**src/rtl/ahb_traffic_gen.sv**
```systemverilog
// AHB-Lite master traffic source: single or INCR burst read/write carrying a seed+i data pattern.
// Defining AHB_TRAFFIC_CHECK_EN builds the read-data comparator and mismatch counter.
module ahb_traffic_gen #(
   parameter int ADDR_W    = 32,
   parameter int DATA_W    = 32,
   parameter int MAX_BEATS = 16,
   localparam int BW       = $clog2(MAX_BEATS) + 1
) (
   input  logic              hclk,
   input  logic              hresetn,
   input  logic              start,
   input  logic [1:0]        mode,
   input  logic [BW-1:0]     beats,
   input  logic [ADDR_W-1:0] start_addr,
   input  logic [DATA_W-1:0] seed,
   input  logic              hreadyout,
   input  logic [DATA_W-1:0] hrdata,
   input  logic [1:0]        hresp,
   output logic [ADDR_W-1:0] haddr,
   output logic [DATA_W-1:0] hwdata,
   output logic              hwrite,
   output logic [1:0]        htrans,
   output logic              hreadyin,
   output logic [DATA_W-1:0] rd_data,
   output logic              rd_valid,
   output logic              busy,
   output logic              done,
   output logic              err,
   output logic [7:0]        mismatch_cnt,
   output logic [2:0]        dbg_state_o
);

   localparam logic [ADDR_W-1:0] ADDR_STEP     = ADDR_W'(DATA_W / 8);
   localparam logic [1:0]        HTRANS_IDLE   = 2'b00;
   localparam logic [1:0]        HTRANS_NONSEQ = 2'b10;
   localparam logic [1:0]        HTRANS_SEQ    = 2'b11;
   localparam logic [1:0]        HRESP_ERROR   = 2'b01;

   typedef enum logic [2:0] {
      S_IDLE  = 3'd0,
      S_ADDR  = 3'd1,
      S_BURST = 3'd2,
      S_LAST  = 3'd3,
      S_DONE  = 3'd4
   } state_t;

   state_t              state_q, state_d;
   logic [ADDR_W-1:0]   haddr_q, haddr_d;
   logic [DATA_W-1:0]   hwdata_q, hwdata_d;
   logic                hwrite_q, hwrite_d;
   logic [1:0]          htrans_q, htrans_d;
   logic [DATA_W-1:0]   rd_data_q, rd_data_d;
   logic                rd_valid_q, rd_valid_d;
   logic                err_q, err_d;
   logic [BW-1:0]       cnt_q, cnt_d;
   logic [BW-1:0]       len_q, len_d;
   logic [DATA_W-1:0]   seed_q, seed_d;
   logic [BW-1:0]       eff_len;
   logic                data_phase;
   logic                resp_err;
   logic                rd_beat;
   logic                miscmp;

   // Transfer handshake: an address phase is accepted, and a data phase completes, on a rising
   // edge where hreadyout=1; while hreadyout=0 every master output holds.
   assign data_phase = (state_q == S_BURST) || (state_q == S_LAST);
   assign resp_err   = (hresp == HRESP_ERROR);
   assign rd_beat    = data_phase && !resp_err && hreadyout && !hwrite_q;

   // Single modes always run one beat; bursts map 0 to 1 and clamp at MAX_BEATS.
   always_comb begin
      eff_len = BW'(1);
      if (mode[0]) begin
         if (beats == '0) begin
            eff_len = BW'(1);
         end else if (beats > BW'(MAX_BEATS)) begin
            eff_len = BW'(MAX_BEATS);
         end else begin
            eff_len = beats;
         end
      end
   end

   always_comb begin
      state_d    = state_q;
      haddr_d    = haddr_q;
      hwdata_d   = hwdata_q;
      hwrite_d   = hwrite_q;
      htrans_d   = htrans_q;
      rd_data_d  = rd_data_q;
      rd_valid_d = 1'b0;
      err_d      = err_q;
      cnt_d      = cnt_q;
      len_d      = len_q;
      seed_d     = seed_q;
      case (state_q)
         S_IDLE: begin
            if (start) begin
               state_d  = S_ADDR;
               haddr_d  = start_addr;
               htrans_d = HTRANS_NONSEQ;
               hwrite_d = ~mode[1];
               len_d    = eff_len;
               seed_d   = seed;
               cnt_d    = '0;
               err_d    = 1'b0;
            end
         end
         S_ADDR: begin
            if (hreadyout) begin
               cnt_d = BW'(1);
               if (hwrite_q) hwdata_d = seed_q;
               if (len_q == BW'(1)) begin
                  htrans_d = HTRANS_IDLE;
                  state_d  = S_LAST;
               end else begin
                  htrans_d = HTRANS_SEQ;
                  haddr_d  = haddr_q + ADDR_STEP;
                  state_d  = S_BURST;
               end
            end
         end
         S_BURST, S_LAST: begin
            if (resp_err) begin
               err_d    = 1'b1;
               htrans_d = HTRANS_IDLE;
               state_d  = S_DONE;
            end else if (hreadyout) begin
               if (rd_beat) begin
                  rd_data_d  = hrdata;
                  rd_valid_d = 1'b1;
                  if (miscmp) err_d = 1'b1;
               end
               if (state_q == S_LAST) begin
                  state_d = S_DONE;
               end else begin
                  // cnt_q is the beat in the address phase; its data phase starts next cycle.
                  cnt_d = cnt_q + BW'(1);
                  if (hwrite_q) hwdata_d = seed_q + DATA_W'(cnt_q);
                  if (cnt_q + BW'(1) == len_q) begin
                     htrans_d = HTRANS_IDLE;
                     state_d  = S_LAST;
                  end else begin
                     haddr_d = haddr_q + ADDR_STEP;
                  end
               end
            end
         end
         S_DONE:  state_d = S_IDLE;
         default: state_d = S_IDLE;
      endcase
   end

   always_ff @(posedge hclk or negedge hresetn) begin
      if (!hresetn) begin
         state_q    <= S_IDLE;
         haddr_q    <= '0;
         hwdata_q   <= '0;
         hwrite_q   <= 1'b0;
         htrans_q   <= HTRANS_IDLE;
         rd_data_q  <= '0;
         rd_valid_q <= 1'b0;
         err_q      <= 1'b0;
         cnt_q      <= '0;
         len_q      <= '0;
         seed_q     <= '0;
      end else begin
         state_q    <= state_d;
         haddr_q    <= haddr_d;
         hwdata_q   <= hwdata_d;
         hwrite_q   <= hwrite_d;
         htrans_q   <= htrans_d;
         rd_data_q  <= rd_data_d;
         rd_valid_q <= rd_valid_d;
         err_q      <= err_d;
         cnt_q      <= cnt_d;
         len_q      <= len_d;
         seed_q     <= seed_d;
      end
   end

`ifdef AHB_TRAFFIC_CHECK_EN
   logic [DATA_W-1:0] exp_data;
   logic [7:0]        mis_q, mis_d;

   // During a data phase the completing beat index is cnt_q-1.
   assign exp_data = seed_q + DATA_W'(cnt_q - BW'(1));
   assign miscmp   = (hrdata != exp_data);

   always_comb begin
      mis_d = mis_q;
      if ((state_q == S_IDLE) && start) begin
         mis_d = '0;
      end else if (rd_beat && miscmp && (mis_q != 8'hFF)) begin
         mis_d = mis_q + 8'd1;
      end
   end

   always_ff @(posedge hclk or negedge hresetn) begin
      if (!hresetn) mis_q <= '0;
      else          mis_q <= mis_d;
   end

   assign mismatch_cnt = mis_q;
`else
   assign miscmp       = 1'b0;
   assign mismatch_cnt = 8'h00;
`endif

   assign haddr       = haddr_q;
   assign hwdata      = hwdata_q;
   assign hwrite      = hwrite_q;
   assign htrans      = htrans_q;
   assign hreadyin    = hresetn;
   assign rd_data     = rd_data_q;
   assign rd_valid    = rd_valid_q;
   assign busy        = (state_q != S_IDLE);
   assign done        = (state_q == S_DONE);
   assign err         = err_q;
   assign dbg_state_o = state_q;

endmodule

```
**config.mk**
```make
export PLATFORM = sky130hd
export DESIGN_NAME = ahb_traffic_gen
export DESIGN_NICKNAME = d
export VERILOG_FILES = /design/src/rtl/ahb_traffic_gen.sv
export SDC_FILE = /design/constraint.sdc
export NUM_CORES = 1
export LEC_CHECK = 0
export BUFFER_PORTS_ARGS = -buffer_cell sky130_fd_sc_hd__buf_2
export CAP_MARGIN = 25
export CORE_MARGIN = 2
export CORE_UTILIZATION = 52
export DETAILED_ROUTE_END_ITERATION = 6
export GPL_TIMING_DRIVEN = 0
export HOLD_SLACK_MARGIN = 0.15
export PLACE_DENSITY_LB_ADDON = 0.25
export SLEW_MARGIN = 20
export SYNTH_ARGS = -nofsm -noshare
export SYNTH_HDL_FRONTEND = slang
export SYNTH_SLANG_ARGS = --single-unit
```
**constraint.sdc**
```tcl
create_clock -name hclk -period 3.6 [get_ports hclk]
set_clock_uncertainty 0.05 [all_clocks]
set_input_delay 0.72 -clock hclk [delete_from_list [all_inputs] [get_ports hclk]]
set_output_delay 0.72 -clock hclk [all_outputs]
set_load 0.05 [all_outputs]
```
Yosys cells after proc, flatten, opt, wreduce, memory -nomap -nowiden
Cells that the tools add are included.
{"block": "word_totals", "regBits": 146, "output_inout_bits": 115}
{"block": "classes", "n_addsub": 3, "magnitude_cmp": 1, "n_eq_ne": 21, "muxes": 47, "bitwise_logic": 2, "n_reduce_logical": 21}
{"op": "2-to-1 mux 32 bit", "count": 13}
{"op": "one-hot mux 32 bit (3 select lines)", "count": 1}
{"op": "one-hot mux 32 bit (2 select lines)", "count": 1}
{"op": "2-to-1 mux 5 bit", "count": 8}
{"op": "adder 32 x 3 -> 32 bit (second input constant)", "count": 1}
{"op": "adder 32 x 5 -> 32 bit", "count": 1}
{"op": "!= test 2 bit (second input constant)", "count": 10}
{"op": "2-to-1 mux 3 bit", "count": 6}
{"op": "one-hot mux 5 bit (3 select lines)", "count": 1}
{"op": "2-to-1 mux 2 bit", "count": 7}
{"op": "AND reduction 6 bit", "count": 2}
{"op": "!= test 3 bit (second input constant)", "count": 3}
{"op": "one-hot mux 3 bit (3 select lines)", "count": 1}
{"op": "AND reduction 4 bit", "count": 2}
{"op": "AND reduction 8 bit", "count": 1}
{"op": "2-to-1 mux 1 bit", "count": 7}
{"op": "AND reduction 7 bit", "count": 1}
{"op": "equality test 3 x 2 -> 1 bit (second input constant)", "count": 2}
{"op": "one-hot mux 2 bit (3 select lines)", "count": 1}
{"op": "nonzero test 3 bit", "count": 2}
{"op": "adder 5 x 1 -> 5 bit (second input constant)", "count": 1}
{"op": "equality test 5 x 1 -> 1 bit (second input constant)", "count": 1}
{"op": "equality test 5 bit", "count": 1}
{"op": "greater-than comparator 5 bit (second input constant)", "count": 1}
{"op": "15 further kinds", "count": 20}

Depth between registers and ports, before layout
Gate-level depths: netlist of the first run.
{"block": "logic_depth", "word_depth": 9, "mapped_depth": 9, "depth_no_buf": 8}

Least setup slack after synthesis of the first run
No wires, ideal clock.
{"block": "synth_path", "path_kind": "reg2out", "startpoint": "reg state_q[1] (netlist: dbg_state_o[1])", "endpoint": "out done", "arrival_ps": 2030, "slack_ps": 800, "path_stages_with_launch": 4, "path_cell_list": "dfrtp_1 -> buf_2 -> buf_2 -> nor3_1"}
{"block": "synth_via", "elab_chain_cells": 1}
{"item": "start: declaration", "line": "47", "source": "state_t state_q, state_d;"}
{"item": "start signal: assignment", "line": "168", "source": "state_q <= state_d;"}
{"item": "equality test 3 bit", "line": "218", "source": "assign done = (state_q == S_DONE);"}
{"item": "end: declaration", "line": "27", "source": "output logic done,"}
No other way between the ends.

Worst setup path after layout of the first run
{"block": "layout_path", "startpoint": "reg cnt_q[0]", "endpoint": "reg hwdata_q[26] (netlist: hwdata[26])"}
{"block": "layout_via", "elab_chain_cells": 6}
{"item": "start: declaration", "line": "55", "source": "logic [BW-1:0] cnt_q, cnt_d;"}
{"item": "start signal: assignment", "line": "176", "source": "cnt_q <= cnt_d;"}
{"item": "adder 32 x 5 -> 32 bit", "line": "139", "source": "if (hwrite_q) hwdata_d = seed_q + DATA_W'(cnt_q);"}
{"item": "2-to-1 mux 32 bit", "line": "139"}
{"item": "2-to-1 mux 32 bit", "line": "134", "source": "if (state_q == S_LAST) begin"}
{"item": "2-to-1 mux 32 bit", "line": "128", "source": "end else if (hreadyout) begin"}
{"item": "2-to-1 mux 32 bit", "line": "124", "source": "if (resp_err) begin"}
{"item": "one-hot mux 32 bit (2 select lines)", "line": "96", "source": "case (state_q)"}
{"item": "end signal: assignment", "line": "170", "source": "hwdata_q <= hwdata_d;"}
{"item": "end: declaration", "line": "49", "source": "logic [DATA_W-1:0] hwdata_q, hwdata_d;"}
No other way between the ends. The select of a mux whose other input is x is not followed.
A chain may end at the register's enable or synchronous reset.

==> impl_metrics.ini, run 1 <==
[place]
portBuffers = 215
dp_slack_ns = 0.638
place_congestion = 0.878
dp_hpwl_mm = 15.2

[die]
die_h_um = 125
die_w_um = 125
die_area_um2 = 15600
rows = 44
start_util = 0.528
core-area_um2 = 14400
boundaryPins = 224

[critical_path]
cp.required_ns = 3.91
cp_top_family = simple AND/OR/NAND/NOR gates
crit_fanout = 10
arrival_ns = 3.34
ff2ff_setup_slack_ns = 0.56
max_stage_delay_ns = 0.54
slowest_stage = or4_1
rr_worst_depth = 9
r2r_end = hwdata[26]
critPathCaptureType = flop
critPathBufInv = 2
critPathLaunchType = flop
crit_path_cell_trace = ha_1, inv_1, fa_1, nor2b_1, o31a_1, clkbuf_1, o211ai_4, or4_1, a31oi_1
r2r_start = cnt_q[0]
critPathKind = flop to flop

[outcome]
status = finished clean

[route]
first_iter_violations = 605
drt-total-wl_mm = 21.2
routedWlPerCell_um = 17.7
via_count = 6992
antenna_left = 0
dr.pass1.iters = 5
remaining_drc_errors = 0
vias_per_cell = 5.85

[clock_tree]
tritoncts.num_buffers = 17
hold_buffers = 0
cts_setup_buffers = 0
cts.root.buffer_cell = clkbuf_16
clock_latency_ns = 0.43
cts.htree.levels = 4
ctsResizeCount = 0
clockBufferDepth = 2
clkSinkCount = 146
path_clk_slew_ns = 0.06
cts_tree = built

[synthesis]
avgSynthCellArea_um2 = 10.1
syn_area_um2 = 7610
synth_commonest_cells = 146 x dfrtp_1, 64 x mux2_2, 57 x a21oi_1, 52 x nor2_1, 49 x nand2_1
ys_ff_latch = 146
synth_top_area_cell = dfrtp_1
ys_seq_area_frac = 0.480
ys_top_cells_by_area = dfrtp_1 48%, mux2_2 9.5%, a21oi_1 3.7%
yosysMostFrequentCell = dfrtp_1
synth_top_area_frac = 0.480
synthArstFlopShare = 1.00
ys_types = 67
yosys_warnings = 0
synth_edf_count = 0
syn_inst = 757
synthFlopType = dfrtp_1

[sta]
setup_slack_ns = 0.564
final-setup-viol-count = 0
worstMarginPinSlew_ns = 0.814
grt_setup_unrepaired = false
fin_crit_sh = 0.843
slew_viol_final = 0
hold_violations = 0
fin_hold_ws_ns = 0.145
min_period_ns = 3.04
fmaxAchievable_ghz = 0.329
slew_headroom = 0.452

[flow_run]
cap_violations = 0

[grt]
overflow = 0
antenna_found_initial = 0
use_met1 = 0.351
met3_usage = 0.0633
grt_usage = 0.270
grt_start_max_net_pins = 95
grt_pass1_wl_mm = 34.3
top_usage_layer = met2
use_met2 = 0.450
first_global_vias = 6914

[final_layout]
antenna_cells = 0
syn_to_final_growth_pct = 26.3
drive_above_1_share = 0.351
nets = 1116

[hold_path]
min_path_type = primary input to async pin

[power_and_ir_drop]
p_leak_uw = 0.00429
power_density_nw_per_um2 = 1140
irDropWorstVdd_mv = 0.692
==> where the power goes <==
part	total, uW	internal (uW)	leakage (uW)	switching [uW]
Clock	1910	1170	0.000301	739
Sequential	3150	2450	0.00172	696
Combinational	5950	1750	0.00227	4200
==> cell usage in the layout (no fill, tap or decap), types with 5 or more instances in the layout <==
master,Yosys,layout
nor2_1,52,52
buf_2,14,228
conb_1,1,8
nor2b_1,6,6
o211ai_1,8,8
o2bb2ai_1,5,5
buf_4,11,11
nand4_1,21,21
clkbuf_16,0,17
o22ai_1,8,8
xnor2_1,8,8
inv_1,20,20
ha_1,7,7
o31ai_1,12,12
and4_1,6,6
a211oi_1,5,5
nor3_1,6,6
a31oi_1,31,31
o41ai_1,7,7
dfrtp_1,146,146
and3_1,9,9
mux2_2,64,64
nand2b_1,8,8
nor4_1,8,8
clkbuf_1,34,34
or4_1,5,5
xor2_1,21,21
nand3_1,32,32
nand2_1,49,49
a21oi_1,57,57
o21ai_0,39,39
==> worst reg2reg max path, stage by stage (launching register included) <==
cell,delay [ns]
dfrtp_1,0.49
ha_1,0.28
inv_1,0.07
fa_1,0.39
nor2b_1,0.20
o31a_1,0.14
clkbuf_1,0.45
o211ai_4,0.20
or4_1,0.54
a31oi_1,0.16
==> registers in the layout (all words and copies together), names as in the netlist <==
| name | flops |
|---|---|
| haddr | 32 |
| hwdata | 32 |
| rd_data | 32 |
| seed_q | 32 |
| cnt_q | 5 |
| len_q | 5 |
| dbg_state_o | 3 |
| htrans | 2 |
| err | 1 |
| hwrite | 1 |
| rd_valid | 1 |
==> metal layers <==
layer  up-vias  share of wire  wire length, um
met3        52          0.076             1610
met2       315           0.49            10400
li1       3266              -                -
met5         -              0                0
met1      3359           0.41             8620
met4         0          0.026              543
==> worst max-delay path by stage <==
stage | from | end | slack [ns] | cells after the start
final | cnt_q[0] | hwdata[26] | 0.56 | 9
after global placement | hresetn | hreadyin | -1.03 | 3
after global routing | cnt_q[0] | hwdata[26] | 0.36 | 9
after CTS | cnt_q[0] | hwdata[26] | 0.58 | 9
after floorplan | dbg_state_o[1] | done | 0.80 | 3
after detailed placement | cnt_q[0] | hwdata[26] | 0.64 | 9
==> layout make-up <==
class | count | area, um2
plain buffers | 61 | 289
clock buffers | 17 | 425
clock inverters | 15 | 205
fillers | 1173 | 4810
inverters | 20 | 75.1
multi-input cells | 537 | 3620
flip-flops and latches | 146 | 3650
well taps | 184 | 230
repair buffers | 216 | 1110
==> cell families after synthesis <==
family | count (synthesis) | synth area share
buffers and inverters | 81 | 0.0478
adder cells (fa/ha/maj) | 8 | 0.0141
AO/OA/AOI/OAI | 205 | 0.176
other | 1 | 0.000493
XOR/XNOR | 29 | 0.0334
multiplexers | 64 | 0.0947
AND/OR/NAND/NOR | 223 | 0.153
flip-flops | 146 | 0.480
==> metrics by stage <==
stage	std cells	instance area, um2	utilization	power [uW]	setup TNS, ns
finish	1196	9610	0.667	11000	0
global route	1196	9610	0.667	11600	0
CTS	1196	9610	0.667	11000	0
detailed placement	1164	8980	0.623	9060	0
global placement	1163	8950	0.620	8930	-59.65
floorplan	764	7640	-	7510	0
Power figures use the tool's default switching activity.
==> run 2: changes to the inputs <==
--- a/config.mk
+++ b/config.mk
@@ -5,10 +5,11 @@
 export SDC_FILE = /design/constraint.sdc
 export NUM_CORES = 1
 export LEC_CHECK = 0
+export ABC_AREA = 1
 export BUFFER_PORTS_ARGS = -buffer_cell sky130_fd_sc_hd__buf_2
 export CAP_MARGIN = 25
 export CORE_MARGIN = 2
-export CORE_UTILIZATION = 52
+export CORE_UTILIZATION = 53
 export DETAILED_ROUTE_END_ITERATION = 6
 export GPL_TIMING_DRIVEN = 0
 export HOLD_SLACK_MARGIN = 0.15
==> constraint.sdc (replaced) <==
create_clock -name hclk -period 3.15 [get_ports hclk]
set_clock_uncertainty 0.05 [all_clocks]
set_input_delay 0.63 -clock hclk [delete_from_list [all_inputs] [get_ports hclk]]
set_output_delay 0.63 -clock hclk [all_outputs]
set_load 0.05 [all_outputs]
==> impl_metrics.ini, run 2 <==
[outcome]
status = finished clean

[clock_tree]
clockBufferDepth = 2
cts_setup_buffers = 0
cts.htree.levels = 4
clkSinkCount = 146
clock_latency_ns = 0.42
cts_tree = built
path_clk_slew_ns = 0.06
cts.root.buffer_cell = clkbuf_16
tritoncts.num_buffers = 17
ctsResizeCount = 0

[synthesis]
synthArstFlopShare = 1.00
ys_top_cells_by_area = dfrtp_1 45%, nand2_1 26%, nand3_1 5.5%
avgSynthCellArea_um2 = 6.97
yosys_warnings = 0
syn_inst = 1173
yosysMostFrequentCell = nand2_1
synthFlopType = dfrtp_1
synth_edf_count = 0
ys_types = 40
synth_top_area_frac = 0.447
synth_commonest_cells = 570 x nand2_1, 146 x dfrtp_1, 90 x nand3_1, 90 x nor2_1, 71 x inv_1
ys_ff_latch = 146
synth_top_area_cell = dfrtp_1
ys_seq_area_frac = 0.447
syn_area_um2 = 8180

[final_layout]
drive_above_1_share = 0.215
final_cell_mix = 570 x nand2_1, 235 x buf_2, 146 x dfrtp_1
multi_input_area_um2 = 4000
mostFrequentLayoutCell = nand2_1
nets = 1533
syn_to_final_growth_pct = 25.0
fill_cells = 1362
regArea_um2 = 3650

[power_and_ir_drop]
irDropWorstVdd_mv = 0.643
p_leak_uw = 0.00559
power_density_nw_per_um2 = 1200

[die]
core-area_um2 = 15100
die_h_um = 128
start_util = 0.540
die_area_um2 = 16400
boundaryPins = 224
die_w_um = 128
rows = 45

[route]
via_count = 8258
antenna_left = 0
dr.pass1.iters = 5
remaining_drc_errors = 0
vias_per_cell = 5.10
routedWlPerCell_um = 14.2
drt-total-wl_mm = 22.9
first_iter_violations = 675

[hold_path]
min_path_type = primary input to flop

[grt]
first_global_vias = 7929
grt_pass1_wl_mm = 37.3
grt_start_max_net_pins = 83
antenna_found_initial = 1
grt_usage = 0.286
overflow = 0

[place]
portBuffers = 215
place_congestion = 0.936
dp_hpwl_mm = 16.9
dp_slack_ns = 0.671

[sta]
min_period_ns = 2.76
worstMarginPinSlew_ns = 0.735
setup_slack_ns = 0.388
slew_viol_final = 0
fin_crit_sh = 0.877
hold_violations = 0
final-setup-viol-count = 0
fmaxAchievable_ghz = 0.362
grt_setup_unrepaired = false
slew_headroom = 0.505
finalSetupTns_ns = 0

[flow_run]
cap_violations = 0

[critical_path]
cp_top_family = buffers and inverters
crit_path_cell_trace = dlygate4sd3_1, buf_8, buf_4, buf_2
max_stage_delay_ns = 0.57
critPathCaptureType = primary output
critPathLaunchType = primary input
critPathKind = primary input to primary output
crit_fanout = 66
cp.required_ns = 2.47
slowest_stage = dlygate4sd3_1
critPathBufInv = 4
arrival_ns = 2.08
## run 2: cell count changes after synthesis, moves of 30 or more
cell	before	now
nand2_1	49	570
mux2_2	64	0
nand3_1	32	90
inv_1	20	71
a21oi_1	57	12
nor2_1	52	90
a31oi_1	31	1
## run 2: cells by family after synthesis
logic type               Yosys count  share of synthesized area
AND/OR/NAND/NOR                  799                      0.403
other                              1                   0.000458
flip-flops                       146                      0.447
XOR/XNOR                          13                     0.0139
buffers and inverters            124                     0.0675
adder cells (fa/ha/maj)            8                     0.0132
AO/OA/AOI/OAI                     82                     0.0551
## run 2: per-stage QoR
stage	util	cell area, um2	power (uW)	std cells	hold slack, ns
6_report	0.675	10200	12300	1618	0.350
4_1_cts	0.675	10200	12300	1617	0.341
3_3_place_gp	0.628	9520	9870	1583	0.399
2_1_floorplan	-	8210	8280	1180	0.284
5_1_grt	0.675	10200	13100	1618	0.343
3_5_place_dp	0.631	9560	9980	1584	0.403
## run 2: layout make-up
type / instances / share of cell area
antenna: 1 / 0.000245
buffer: 45 / 0.0250
clock buffer: 20 / 0.0447
clock inverter: 12 / 0.0198
inverter: 79 / 0.0290
multi-input combinational: 910 / 0.391
sequential: 146 / 0.357
tap: 188 / 0.0230
timing repair buffer: 217 / 0.110
## run 2: worst min-delay path, stage by stage
cell and delay [ns]:
buf_2 0.07, nand2_1 0.04, nand2_1 0.04
## run 2: path summary, 6_finish.rpt
check                                 from          end  slack [ns]  depth (start not counted)
worst max register to register    cnt_q[0]   hwdata[26]        0.60                         11
max in group asynchronous          hresetn    hwdata[6]        1.58                          3
worst min-delay path              seed[15]   seed_q[15]        0.35                          3
worst max-delay path               hresetn     hreadyin        0.39                          4
min in group asynchronous          hresetn  rd_data[25]        0.69                          2
worst min register to register  rd_data[0]   rd_data[0]        0.42                          2
## run 2: repair_timing
action                     4_1_cts  5_1_grt
hold endpoints to repair        64        0
setup endpoints to repair        0        0
hold buffers                     1        0
## run 2: per-layer routing
metal / up-vias / global-route usage / part of all wire
li1: 4169 / - / -
met1: 3755 / 0.365 / 0.42
met2: 300 / 0.496 / 0.50
met3: 34 / 0.0501 / 0.063
met4: 0 / 0.0866 / 0.018
met5: - / 0 / 0
## run 2: power by group
group | switching, uW | internal [uW]
registers | 814 | 2740
logic | 4740 | 1710
clock network | 814 | 1450
==> run 3: changes to the inputs <==
--- a/config.mk
+++ b/config.mk
@@ -14,6 +14,7 @@
 export GPL_TIMING_DRIVEN = 0
 export HOLD_SLACK_MARGIN = 0.15
 export PLACE_DENSITY_LB_ADDON = 0.25
+export REMOVE_ABC_BUFFERS = 1
 export SLEW_MARGIN = 20
 export SYNTH_ARGS = -nofsm -noshare
 export SYNTH_HDL_FRONTEND = slang
==> impl_metrics.ini, run 3 (synthesis gave the netlist of run 2 again) <==
[final_layout]
nets = 1492
drive_above_1_share = 0.200
final_cell_mix = 570 x nand2_1, 214 x buf_2, 146 x dfrtp_1
syn_to_final_growth_pct = 22.5
fin_util = 0.662
layoutNonFillerInstCount = 1577
design_area_um2 = 10000
mostFrequentLayoutCell = nand2_1
fill_cells = 1388

[die]
core-area_um2 = 15100
die_h_um = 128
boundaryPins = 224
die_area_um2 = 16400
rows = 45
start_util = 0.540
die_w_um = 128

[place]
portBuffers = 215
dp_hpwl_mm = 15.6
placed_area_um2 = 9380
place_congestion = 0.904
dp.cells = 1543

[flow_run]
cap_violations = 0

[route]
first_iter_violations = 680
antenna_left = 0
remaining_drc_errors = 0
vias_per_cell = 5.20
dr.pass1.iters = 5
via_count = 8205
drt-total-wl_mm = 21.8
routedWlPerCell_um = 13.8

[power_and_ir_drop]
irDropWorstVdd_mv = 0.639
power_density_nw_per_um2 = 1190
p_leak_uw = 0.00544

[clock_tree]
cts.root.buffer_cell = clkbuf_16
clkSinkCount = 146
clock_latency_ns = 0.43
cts.htree.levels = 4
clockBufferDepth = 2
path_clk_slew_ns = 0.06
cts_setup_buffers = 0
tritoncts.num_buffers = 17
cts_tree = built
hold_buffers = 0

[grt]
grt_usage = 0.274
grt_start_max_net_pins = 81
first_global_vias = 7454
antenna_found_initial = 1
overflow = 0
grt_pass1_wl_mm = 36.1

[sta]
slew_viol_final = 0
slew_headroom = 0.529
final-setup-viol-count = 0
fmaxAchievable_ghz = 0.348
worstMarginPinSlew_ns = 0.704
fin_hold_ws_ns = 0.146
min_period_ns = 2.87
hold_violations = 0
fin_crit_sh = 0.911
grt_setup_unrepaired = false

[critical_path]
r2r_start = dbg_state_o[2]
cp.required_ns = 3.45
critPathKind = flop to flop
critPathCaptureType = flop
arrival_ns = 3.17
crit_fanout = 36
critical_path.startpoint = dbg_state_o[2]
critPathLaunchType = flop

[hold_path]
min_path_type = primary input to async pin

[outcome]
status = finished clean
-- run 3: what timing repair did --
action / in CTS / in global routing
gates resized for setup: 1 / 2
gates cloned: 0 / 0
setup endpoints to repair: 11 / 34
-- run 3: power by group --
group / internal, uW / switching (uW) / leakage [uW]
sequential: 2740 / 813 / 0.00185
combinational: 1640 / 4660 / 0.00329
clock: 1280 / 837 / 0.000303
-- run 3: worst paths after layout --
| kind | slack [ns] | endpoint | cells past startpoint |
|---|---|---|---|
| setup reg to reg | 0.28 | hwdata[8] | 7 |
| setup / recovery | 0.28 | hwdata[8] | 7 |
| hold reg to reg | 0.42 | rd_data[5] | 2 |
| max in group asynchronous | 2.14 | rd_data[4] | 2 |
| min in group hclk | 0.34 | haddr[1] | 3 |
| hold / removal | 0.15 | len_q[1] | 1 |
-- run 3: critical path, cell delays in order, from the launching register on --
cell and delay, ns:
dfrtp_1 0.44, inv_2 0.13, nand2_1 0.34, nand2_4 0.43, nand4_4 0.56, inv_4 0.51
o21ai_0 0.16, o21ai_1 0.15
-- run 3: final cells by class --
cell class | count | area (um2) | area share
Tap cell | 188 | 235 | 0.0235
Clock buffer | 19 | 443 | 0.0442
Sequential cell | 146 | 3650 | 0.364
Inverter | 79 | 299 | 0.0298
Multi-Input combinational cell | 910 | 4010 | 0.400
Antenna cell | 1 | 2.50 | 0.000250
Clock inverter | 13 | 174 | 0.0173
Timing Repair Buffer | 221 | 1210 | 0.120
-- run 3: per-stage QoR --
stage | setup WS (ns) | total power, uW | setup TNS [ns]
final | 0.280 | 12000 | 0
after global routing | 0.00743 | 12900 | 0
after CTS | 0.0752 | 12000 | 0
after detailed placement | -0.0867 | 9830 | -0.221
after global placement | -1.26 | 9610 | -123.70
after floorplan | 0.514 | 8080 | 0
-- run 3: per-layer routing --
metal	share of wire	up-vias	track usage
met5	0.00064	-	0
met4	0.015	2	0.0776
met3	0.058	29	0.0580
met2	0.48	258	0.440
met1	0.45	3834	0.377
li1	-	4082	-
